===== src/rtl/latch_load_ctrl_pkg.sv =====
// Shared state encoding and timer sizing helpers for the latch load controller.
package latch_pkg;

    localparam logic [1:0] ST_IDLE  = 2'd0;
    localparam logic [1:0] ST_SETUP = 2'd1;
    localparam logic [1:0] ST_PULSE = 2'd2;
    localparam logic [1:0] ST_HOLD  = 2'd3;

    typedef enum logic [1:0] {
        S_IDLE  = ST_IDLE,
        S_SETUP = ST_SETUP,
        S_PULSE = ST_PULSE,
        S_HOLD  = ST_HOLD
    } state_e;

    function automatic int max3(input int a, input int b, input int c);
        int m;
        m = (a > b) ? a : b;
        return (m > c) ? m : c;
    endfunction

    // Timer must hold the largest reload value (max-1); sized for max to stay safe.
    function automatic int cyc_w(input int max);
        return (max < 1) ? 1 : $clog2(max + 1);
    endfunction

endpackage


===== src/rtl/latch_load_ctrl_if.sv =====
// Valid/ready word handshake from the data source into the latch load controller.
interface latch_load_ctrl_if #(parameter int WIDTH = 1) ();
    logic [WIDTH-1:0] in_data;
    logic             in_valid;
    logic             in_ready;

    modport master (output in_data, output in_valid, input in_ready);
    modport slave  (input in_data, input in_valid, output in_ready);
endinterface


===== src/rtl/latch_load_ctrl.sv =====
// Drives a level-sensitive D latch with a registered setup / enable-pulse / hold sequence.
// Optional latch readback check is enabled by defining LATCH_READBACK_EN.
//
// state  | meaning
// IDLE   | waiting for a word, in_ready=1
// SETUP  | Din stable, enable low, SETUP_CYC cycles
// PULSE  | enable high, PULSE_CYC cycles
// HOLD   | enable low, Din held, HOLD_CYC cycles
module latch_load_ctrl
    import latch_pkg::*;
#(
    parameter int WIDTH     = 1,
    parameter int SETUP_CYC = 1,
    parameter int PULSE_CYC = 2,
    parameter int HOLD_CYC  = 1,
    parameter int CNT_W     = 16
) (
    input  logic              clk,
    input  logic              rst_n,
    latch_load_ctrl_if.slave  bus,
    output logic [WIDTH-1:0]  Din,
    output logic              enable,
    output logic              busy,
    output logic [CNT_W-1:0]  load_count
`ifdef LATCH_READBACK_EN
    ,
    input  logic [WIDTH-1:0]  Q,
    output logic              rb_valid,
    output logic              rb_err
`endif
);

    localparam int CYC_W = cyc_w(max3(SETUP_CYC, PULSE_CYC, HOLD_CYC));

    if (SETUP_CYC < 1) begin : g_bad_setup
        $error("latch_load_ctrl: SETUP_CYC must be >= 1");
    end
    if (PULSE_CYC < 1) begin : g_bad_pulse
        $error("latch_load_ctrl: PULSE_CYC must be >= 1");
    end
    if (HOLD_CYC < 1) begin : g_bad_hold
        $error("latch_load_ctrl: HOLD_CYC must be >= 1");
    end

    state_e            state_q;
    logic [CYC_W-1:0]  cnt_q;
    logic [WIDTH-1:0]  din_q;
    logic              enable_q;
    logic              in_ready_q;
    logic              busy_q;
    logic [CNT_W-1:0]  load_count_q;

    always_ff @(posedge clk or negedge rst_n) begin
        if (!rst_n) begin
            state_q      <= S_IDLE;
            cnt_q        <= '0;
            din_q        <= '0;
            enable_q     <= 1'b0;
            in_ready_q   <= 1'b1;
            busy_q       <= 1'b0;
            load_count_q <= '0;
        end else begin
            unique case (state_q)
                S_IDLE: begin
                    if (bus.in_valid && in_ready_q) begin
                        din_q      <= bus.in_data;
                        cnt_q      <= CYC_W'(SETUP_CYC - 1);
                        in_ready_q <= 1'b0;
                        busy_q     <= 1'b1;
                        state_q    <= S_SETUP;
                    end
                end
                S_SETUP: begin
                    if (cnt_q == '0) begin
                        enable_q <= 1'b1;
                        cnt_q    <= CYC_W'(PULSE_CYC - 1);
                        state_q  <= S_PULSE;
                    end else begin
                        cnt_q <= cnt_q - 1'b1;
                    end
                end
                S_PULSE: begin
                    if (cnt_q == '0) begin
                        enable_q     <= 1'b0;
                        cnt_q        <= CYC_W'(HOLD_CYC - 1);
                        load_count_q <= load_count_q + CNT_W'(1);
                        state_q      <= S_HOLD;
                    end else begin
                        cnt_q <= cnt_q - 1'b1;
                    end
                end
                S_HOLD: begin
                    if (cnt_q == '0) begin
                        in_ready_q <= 1'b1;
                        busy_q     <= 1'b0;
                        state_q    <= S_IDLE;
                    end else begin
                        cnt_q <= cnt_q - 1'b1;
                    end
                end
                default: state_q <= S_IDLE;
            endcase
        end
    end

`ifdef LATCH_READBACK_EN
    logic rb_valid_q;
    logic rb_err_q;

    // Q is compared on the final HOLD cycle, when the latch has settled and Din is still held.
    always_ff @(posedge clk or negedge rst_n) begin
        if (!rst_n) begin
            rb_valid_q <= 1'b0;
            rb_err_q   <= 1'b0;
        end else begin
            rb_valid_q <= 1'b0;
            if (state_q == S_HOLD && cnt_q == '0) begin
                rb_valid_q <= 1'b1;
                rb_err_q   <= (Q != din_q);
            end
        end
    end

    assign rb_valid = rb_valid_q;
    assign rb_err   = rb_err_q;
`endif

    assign bus.in_ready = in_ready_q;
    assign Din          = din_q;
    assign enable       = enable_q;
    assign busy         = busy_q;
    assign load_count   = load_count_q;

endmodule


===== src/flat_wrapper.sv =====
// flat-port wrapper written by rule: the top's interface ports become plain ports
module latch_load_ctrl_flat import latch_pkg::*;
#(
    parameter int WIDTH     = 1,
    parameter int SETUP_CYC = 1,
    parameter int PULSE_CYC = 2,
    parameter int HOLD_CYC  = 1,
    parameter int CNT_W     = 16
)
  (clk, rst_n, Din, enable, busy, load_count, bus_in_data, bus_in_valid, bus_in_ready);
  latch_load_ctrl_if #(.WIDTH(WIDTH)) bus_i ();
  input  logic clk;
  input  logic rst_n;
  output logic [WIDTH-1:0] Din;
  output logic enable;
  output logic busy;
  output logic [CNT_W-1:0] load_count;
  input wire logic [$bits(bus_i.in_data)-1:0] bus_in_data;
  input wire logic [$bits(bus_i.in_valid)-1:0] bus_in_valid;
  output wire logic [$bits(bus_i.in_ready)-1:0] bus_in_ready;
  assign bus_i.in_data = bus_in_data;
  assign bus_i.in_valid = bus_in_valid;
  assign bus_in_ready = bus_i.in_ready;
  latch_load_ctrl #(.WIDTH(WIDTH), .SETUP_CYC(SETUP_CYC), .PULSE_CYC(PULSE_CYC), .HOLD_CYC(HOLD_CYC), .CNT_W(CNT_W)) u_core (.clk(clk), .rst_n(rst_n), .bus(bus_i), .Din(Din), .enable(enable), .busy(busy), .load_count(load_count));
endmodule

===== config.mk =====
export PLATFORM = sky130hd
export DESIGN_NAME = latch_load_ctrl_flat
export DESIGN_NICKNAME = d
export VERILOG_FILES = /design/src/rtl/latch_load_ctrl_pkg.sv /design/src/rtl/latch_load_ctrl_if.sv /design/src/rtl/latch_load_ctrl.sv /design/src/flat_wrapper.sv
export SDC_FILE = /design/constraint.sdc
export NUM_CORES = 1
export LEC_CHECK = 0
export ABC_AREA = 1
export CAP_MARGIN = 20
export CORE_ASPECT_RATIO = 0.5
export CORE_MARGIN = 4
export CORE_UTILIZATION = 35
export DETAILED_ROUTE_END_ITERATION = 12
export PLACE_DENSITY_LB_ADDON = 0.25
export SETUP_SLACK_MARGIN = 0.4
export SYNTH_ARGS = -nofsm -noshare
export SYNTH_HDL_FRONTEND = slang
export SYNTH_SLANG_ARGS = --single-unit

===== constraint.sdc =====
create_clock -name clk -period 2.03 [get_ports clk]
set_input_delay 0.406 -clock clk [delete_from_list [all_inputs] [get_ports clk]]
set_output_delay 0.406 -clock clk [all_outputs]
set_load 0.005 [all_outputs]

# Word-level counts from Yosys, hierarchy flattened
# Index checks and enable logic that the tools add are counted.
[totals]
romBits = 0
ramBits = 0
regBits = 24
inputBits = 4
latchBits = 0
n_memories = 0
word_cells = 45
[classes]
shifts = 0
n_mux = 17
bitwise_logic = 0
n_reduce_logical = 11
mul = 0
n_addsub = 2
n_eq_ne = 8
n_div = 0
order_cmp = 0
[op_table]
columns = ["cell", "count"]
rows = [
  ["adder 16 x 1 -> 16 bit, second input constant", 1],
  ["two-way mux 2 bit", 8],
  ["one-hot mux 2 bit (4 select lines)", 2],
  ["inequality test 2 x 1 -> 1 bit, second input constant", 4],
  ["one-hot mux 1 bit (2 select lines)", 3],
  ["AND reduction 2 bit", 3],
  ["AND reduction 3 bit", 2],
  ["== test 2 bit, second input constant", 2],
  ["zero test 2 bit", 2],
  ["two-way mux 1 bit", 4],
  ["AND reduction 4 bit", 1],
  ["nonzero test 2 bit", 2],
  ["== test 2 x 1 -> 1 bit, second input constant", 1],
  ["inequality test 2 bit, second input constant", 1],
  ["subtractor 2 x 1 -> 2 bit, second input constant", 1],
  ["logical AND 1 bit", 1],
]

# Logic depth before layout (Yosys ltp)
[depth]
depth_word = 3
mapped_depth = 9
ltp_nobuf = 9

# Least setup slack after synthesis
# No wires, ideal clock.
[synth_timing]
kind = "flip-flop to flip-flop"
start = "reg u_core.state_q[0]"
end = "reg u_core.load_count_q[12], in the netlist u_core.load_count[12]"
arrival_ns = 1.255
synth_period_minus_slack_ns = 1.376
path_slack_ns = 0.654
stages_incl_launch_ff = 8
required_ns = 1.910
path_cell_list = "dfrtp_1 > inv_1 > ha_1 > nand2_4 > nor2_4 > nand2_4 > o21ai_1 > nand2_1"
[synth_between]
elab_chain_cells = 2
[synth_lines]
columns = ["item", "line", "text"]
rows = [
  ["start, declared", "latch_load_ctrl.sv:45", "state_e state_q;"],
  ["start signal, assigned", "latch_load_ctrl.sv:55", "state_q <= S_IDLE;"],
  ["start signal, assigned", "latch_load_ctrl.sv:70", "state_q <= S_SETUP;"],
  ["start signal, assigned", "latch_load_ctrl.sv:77", "state_q <= S_PULSE;"],
  ["== test 2 bit", "latch_load_ctrl.sv:63", "unique case (state_q)"],
  ["AND reduction 2 bit (no line)", "--", ""],
  ["end signal, assigned", "latch_load_ctrl.sv:86", "load_count_q <= load_count_q + CNT_W'(1);"],
  ["end, declared", "latch_load_ctrl.sv:51", "logic [CNT_W-1:0] load_count_q;"],
]
# No other way between the ends.
# A chain may end at the register's enable or synchronous reset.

# Worst setup path after layout
[layout_timing]
start = "reg u_core.load_count_q[4], in the netlist u_core.load_count[4]"
end = "out load_count[4]"
[layout_rtl]
columns = ["item", "line", "text"]
rows = [
  ["end, declared", "flat_wrapper.sv:17", "output logic [CNT_W-1:0] load_count;"],
]
# No word-level cell between the ends.

==> summary.txt <==
Timing
  – Slew Limit Headroom: slightly below 80%
  – Final-report hold violation count: 0
  – Min Tclk post-route: ~1600 ps
  – Final WS setup: roughly 430 ps
  – Highest Clock Rate: 0.624 GHz
  – Final Slew Violations: 0
  – Share of the cycle needed by the critical path after routing: slightly below 80%
  – Transition time of the tightest slew-check pin: between 300 and 400 ps
  – Finish-stage setup viols: 0
  – Summed negative setup slack over all endpoints: 0 ps
  – Clock skew: about 2.2 ps
  – Unrepaired setup endpoints after global routing: false

Floorplan
  – Effective utilization at floorplan: between 30% and 40%
  – DIE AREA: approximately 0.005 sq mm
  – Number of placement rows: 15
  – Number of top-level design ports: 24
  – Horizontal extent of the die: about 96 microns
  – Core area: roughly 0.0036 sq mm
  – Die height: 52.1 microns

Clock tree
  – Clock buffers created by TritonCTS: 3
  – CTS tree: built
  – Hold bufs inserted after CTS: 0
  – Clock tree buffer depth: 2
  – Htree depth: 1
  – Clk slew on worst S/H paths: about 80 ps
  – CTS sink cnt: 24
  – Root Buffer Master: clkbuf_8
  – Clock insertion delay at the later pin of the skew report: around 260 ps

GRT
  – Via count of the first global-routing pass: between 1000 and 1500
  – Antenna violations before repair: 0
  – Global-route total usage across every layer: about 12%
  – Overflow after GRT: 0
  – Largest net degree at the start of global routing: 25
  – Global-route wire length before repair: slightly below 5000 microns

Routing
  – Via count of the routed design: around 1200
  – DRT iter0 DRCs: 28
  – Post-route DRC: 0
  – Post-detailed-route count of antenna-violating nets: 0
  – Drt via density: 4.63
  – Count of TritonRoute iterations in the first routing pass: 4
  – Drt total wl: a little under 3000 microns
  – WL per Instance: approximately 12 microns

Run
  – Max_cap viols: 0

Worst setup path
  – Critical path cell sequence: clkdlybuf4s50_1
  – Critical setup path kind: register to output port
  – Buf/Inv on CP: 1
  – CP max stage cell: clkdlybuf4s50_1
  – Kind of capture point of the worst setup path: output port
  – Data required time of the worst path: between 1500 and 2000 ps
  – CP arrival: ~1200 ps
  – Crit path max fanout: 5
  – Worst Setup Start Kind: register
  – Largest incremental delay on the critical path: between 500 and 600 ps
  – Crit path max-delay family: buffers and inverters

Logic synthesis
  – Cell area after technology mapping: 0.00136 sq mm
  – Post-synth top cells: nand2_1 (39), dfrtp_1 (23), inv_1 (20)
  – Main area contributors after synthesis: dfrtp_1 (42%), nand2_1 (11%), ha_1 (8.3%), inv_1 (5.5%), o21ai_0 (3.7%)
  – Seq cells post-synth: 24
  – Mapped Cells: around 160
  – Avg Inst Size Synth: about 8.6 sq um
  – Most instantiated flip-flop cell in the synthesis netlist: dfrtp_1
  – Post-synth EDFFs: 0
  – Post-synthesis cell type count: 24
  – Sequential-to-total area share from yosys stat: roughly 44%
  – Yosys top cell area share: between 40% and 50%
  – Most common cell in the netlist: nand2_1
  – Number of warnings printed during yosys synthesis: 0
  – Syn Nets: 172
  – Cell taking the most area after synthesis: dfrtp_1
  – Async SR Flop Fraction: between 90% and 100%

Placement
  – Quantity of I/O buffers inserted on ports: 23
  – Post-detailed-placement half-perimeter wirelength: just over 2000 microns
  – GP Congestion: 0.757
  – Dpl ws: 508 ps

Pwr
  – Proportion of total power due to net switching: about 37%
  – Proportion of power drawn by combinational gates: a little under half
  – Power Density: approximately 1100 mW/mm^2
  – Part of the total power dissipated in sequential elements: a little over a third
  – Peak supply drop: 0.478 mV
  – P_int: between 0.001 and 0.0015 W
  – Clock power frac: 16.7%
  – Net load switching power: around 0.00073 W
  – Leakage dissipation: 0.879 nW

Finish
  – Final nets: 215
  – Sequential cell area: a little over 600 sq um
  – Share of layout cells above drive strength 1: 22.9%
  – Area overhead of the layout relative to synthesis: 35.4%
  – Diodes inserted: 0
  – Multi-input logic area: around 680 sq um
  – Layout filler cell count: about 340

Run status
  – Outcome: finished clean

Hold path
  – Class of the most critical hold timing path: input pin to asynchronous set/reset pin
## worst paths after layout
kind / start / to / slack [ps] / cells after the start
worst max-delay path: u_core.load_count[4] / load_count[4] / 430 / 1
worst min-delay path: rst_n / u_core.load_count[2] / 500 / 2
worst max register to register: u_core.state_q[0] / u_core.load_count[12] / 550 / 7
worst min register to register: u_core.busy / u_core.busy / 500 / 2
max in group asynchronous: rst_n / u_core.bus.in_ready / 1240 / 2
min in group clk: u_core.busy / u_core.busy / 500 / 2
## what timing repair did
| item | CTS | global route |
|---|---|---|
| cloned | 0 | 0 |
| gates resized for setup | 9 | 5 |
| endpoints found under the setup margin | 13 | 14 |
| buffers inserted | 7 | 8 |
| hold endpoints to repair | 0 | 0 |
## worst register-to-register path: cells and delay by family (launching register included)
kind / cells / cell delay (ps)
compound gates: 1 / 140
fa+ha+maj: 1 / 240
buf+inv: 1 / 110
flops: 1 / 430
simple gates: 4 / 460
## logic make-up (layout without fill, tap and decap cells)
logic type | after synthesis | count (layout) | share of synthesized area (%)
AOI/OAI and AO/OA | 18 | 18 | 6.98
and+or+nand+nor | 77 | 77 | 28.5
DFF | 24 | 24 | 44.2
adders and majority gates | 9 | 9 | 8.26
xor gates and xnor gates | 8 | 8 | 5.14
buffers and inverters | 22 | 64 | 6.15
muxes | 1 | 1 | 0.826
## area by class of cell
cell class,instances,share of cell area [%]
clock buffers,4,2.98
flip-flops and latches,24,33.2
well taps,51,3.46
repair buffers,39,19.2
inverters,21,4.27
multi-input cells,113,36.9
## power groups by stage
stage                     clock (W)  combinational [W]  sequential, W
after floorplan                   0           0.000491       0.000738
after global placement            0           0.000781       0.000752
after detailed placement          0           0.000792       0.000756
after CTS                  0.000339           0.000879       0.000719
after global routing       0.000362            0.00103       0.000729
final                      0.000324           0.000909       0.000713
## cell usage in the layout (no fill, tap or decap), drive strengths merged, types with 2 or more instances in the layout
cell,count
nand2,43
dfrtp,23
inv,21
clkdlybuf4s50,20
nor2,18
buf,16
o21ai,13
nand3,9
ha,9
nand4,5
xnor2,4
xor2,4
clkbuf,4
a21oi,3
o211ai,2
dlymetal6s2s,2
## metrics by stage
stage                     cell area [sq um]  cells  hold WS, ps  power, W  utilization (%)
after floorplan                        1360    159          110   0.00123                -
after global routing                   1850    252          519   0.00212             51.5
after CTS                              1780    244          506   0.00194             49.5
after global placement                 1660    233          471   0.00153             46.3
after detailed placement               1660    233          484   0.00155             46.3
final                                  1850    252          496   0.00195             51.5
## state kept, by name, indices dropped and copies added (netlist names)
name	count
u_core.busy	1
u_core.state_q	2
u_core.enable	1
u_core.load_count	16
u_core.bus.in_ready	1
u_core.cnt_q	2
u_core.Din	1
## metal layers
| metal | vias to the layer above | GRT usage [%] | share of wire [%] |
|---|---|---|---|
| met4 | 0 | 3.07 | 0.89 |
| met5 | - | 0 | 0 |
| met3 | 2 | 4.05 | 3.2 |
| li1 | 593 | - | - |
| met2 | 16 | 21.5 | 50 |
| met1 | 556 | 15.1 | 46 |
Note: power is estimated with default switching activity, not from simulation.
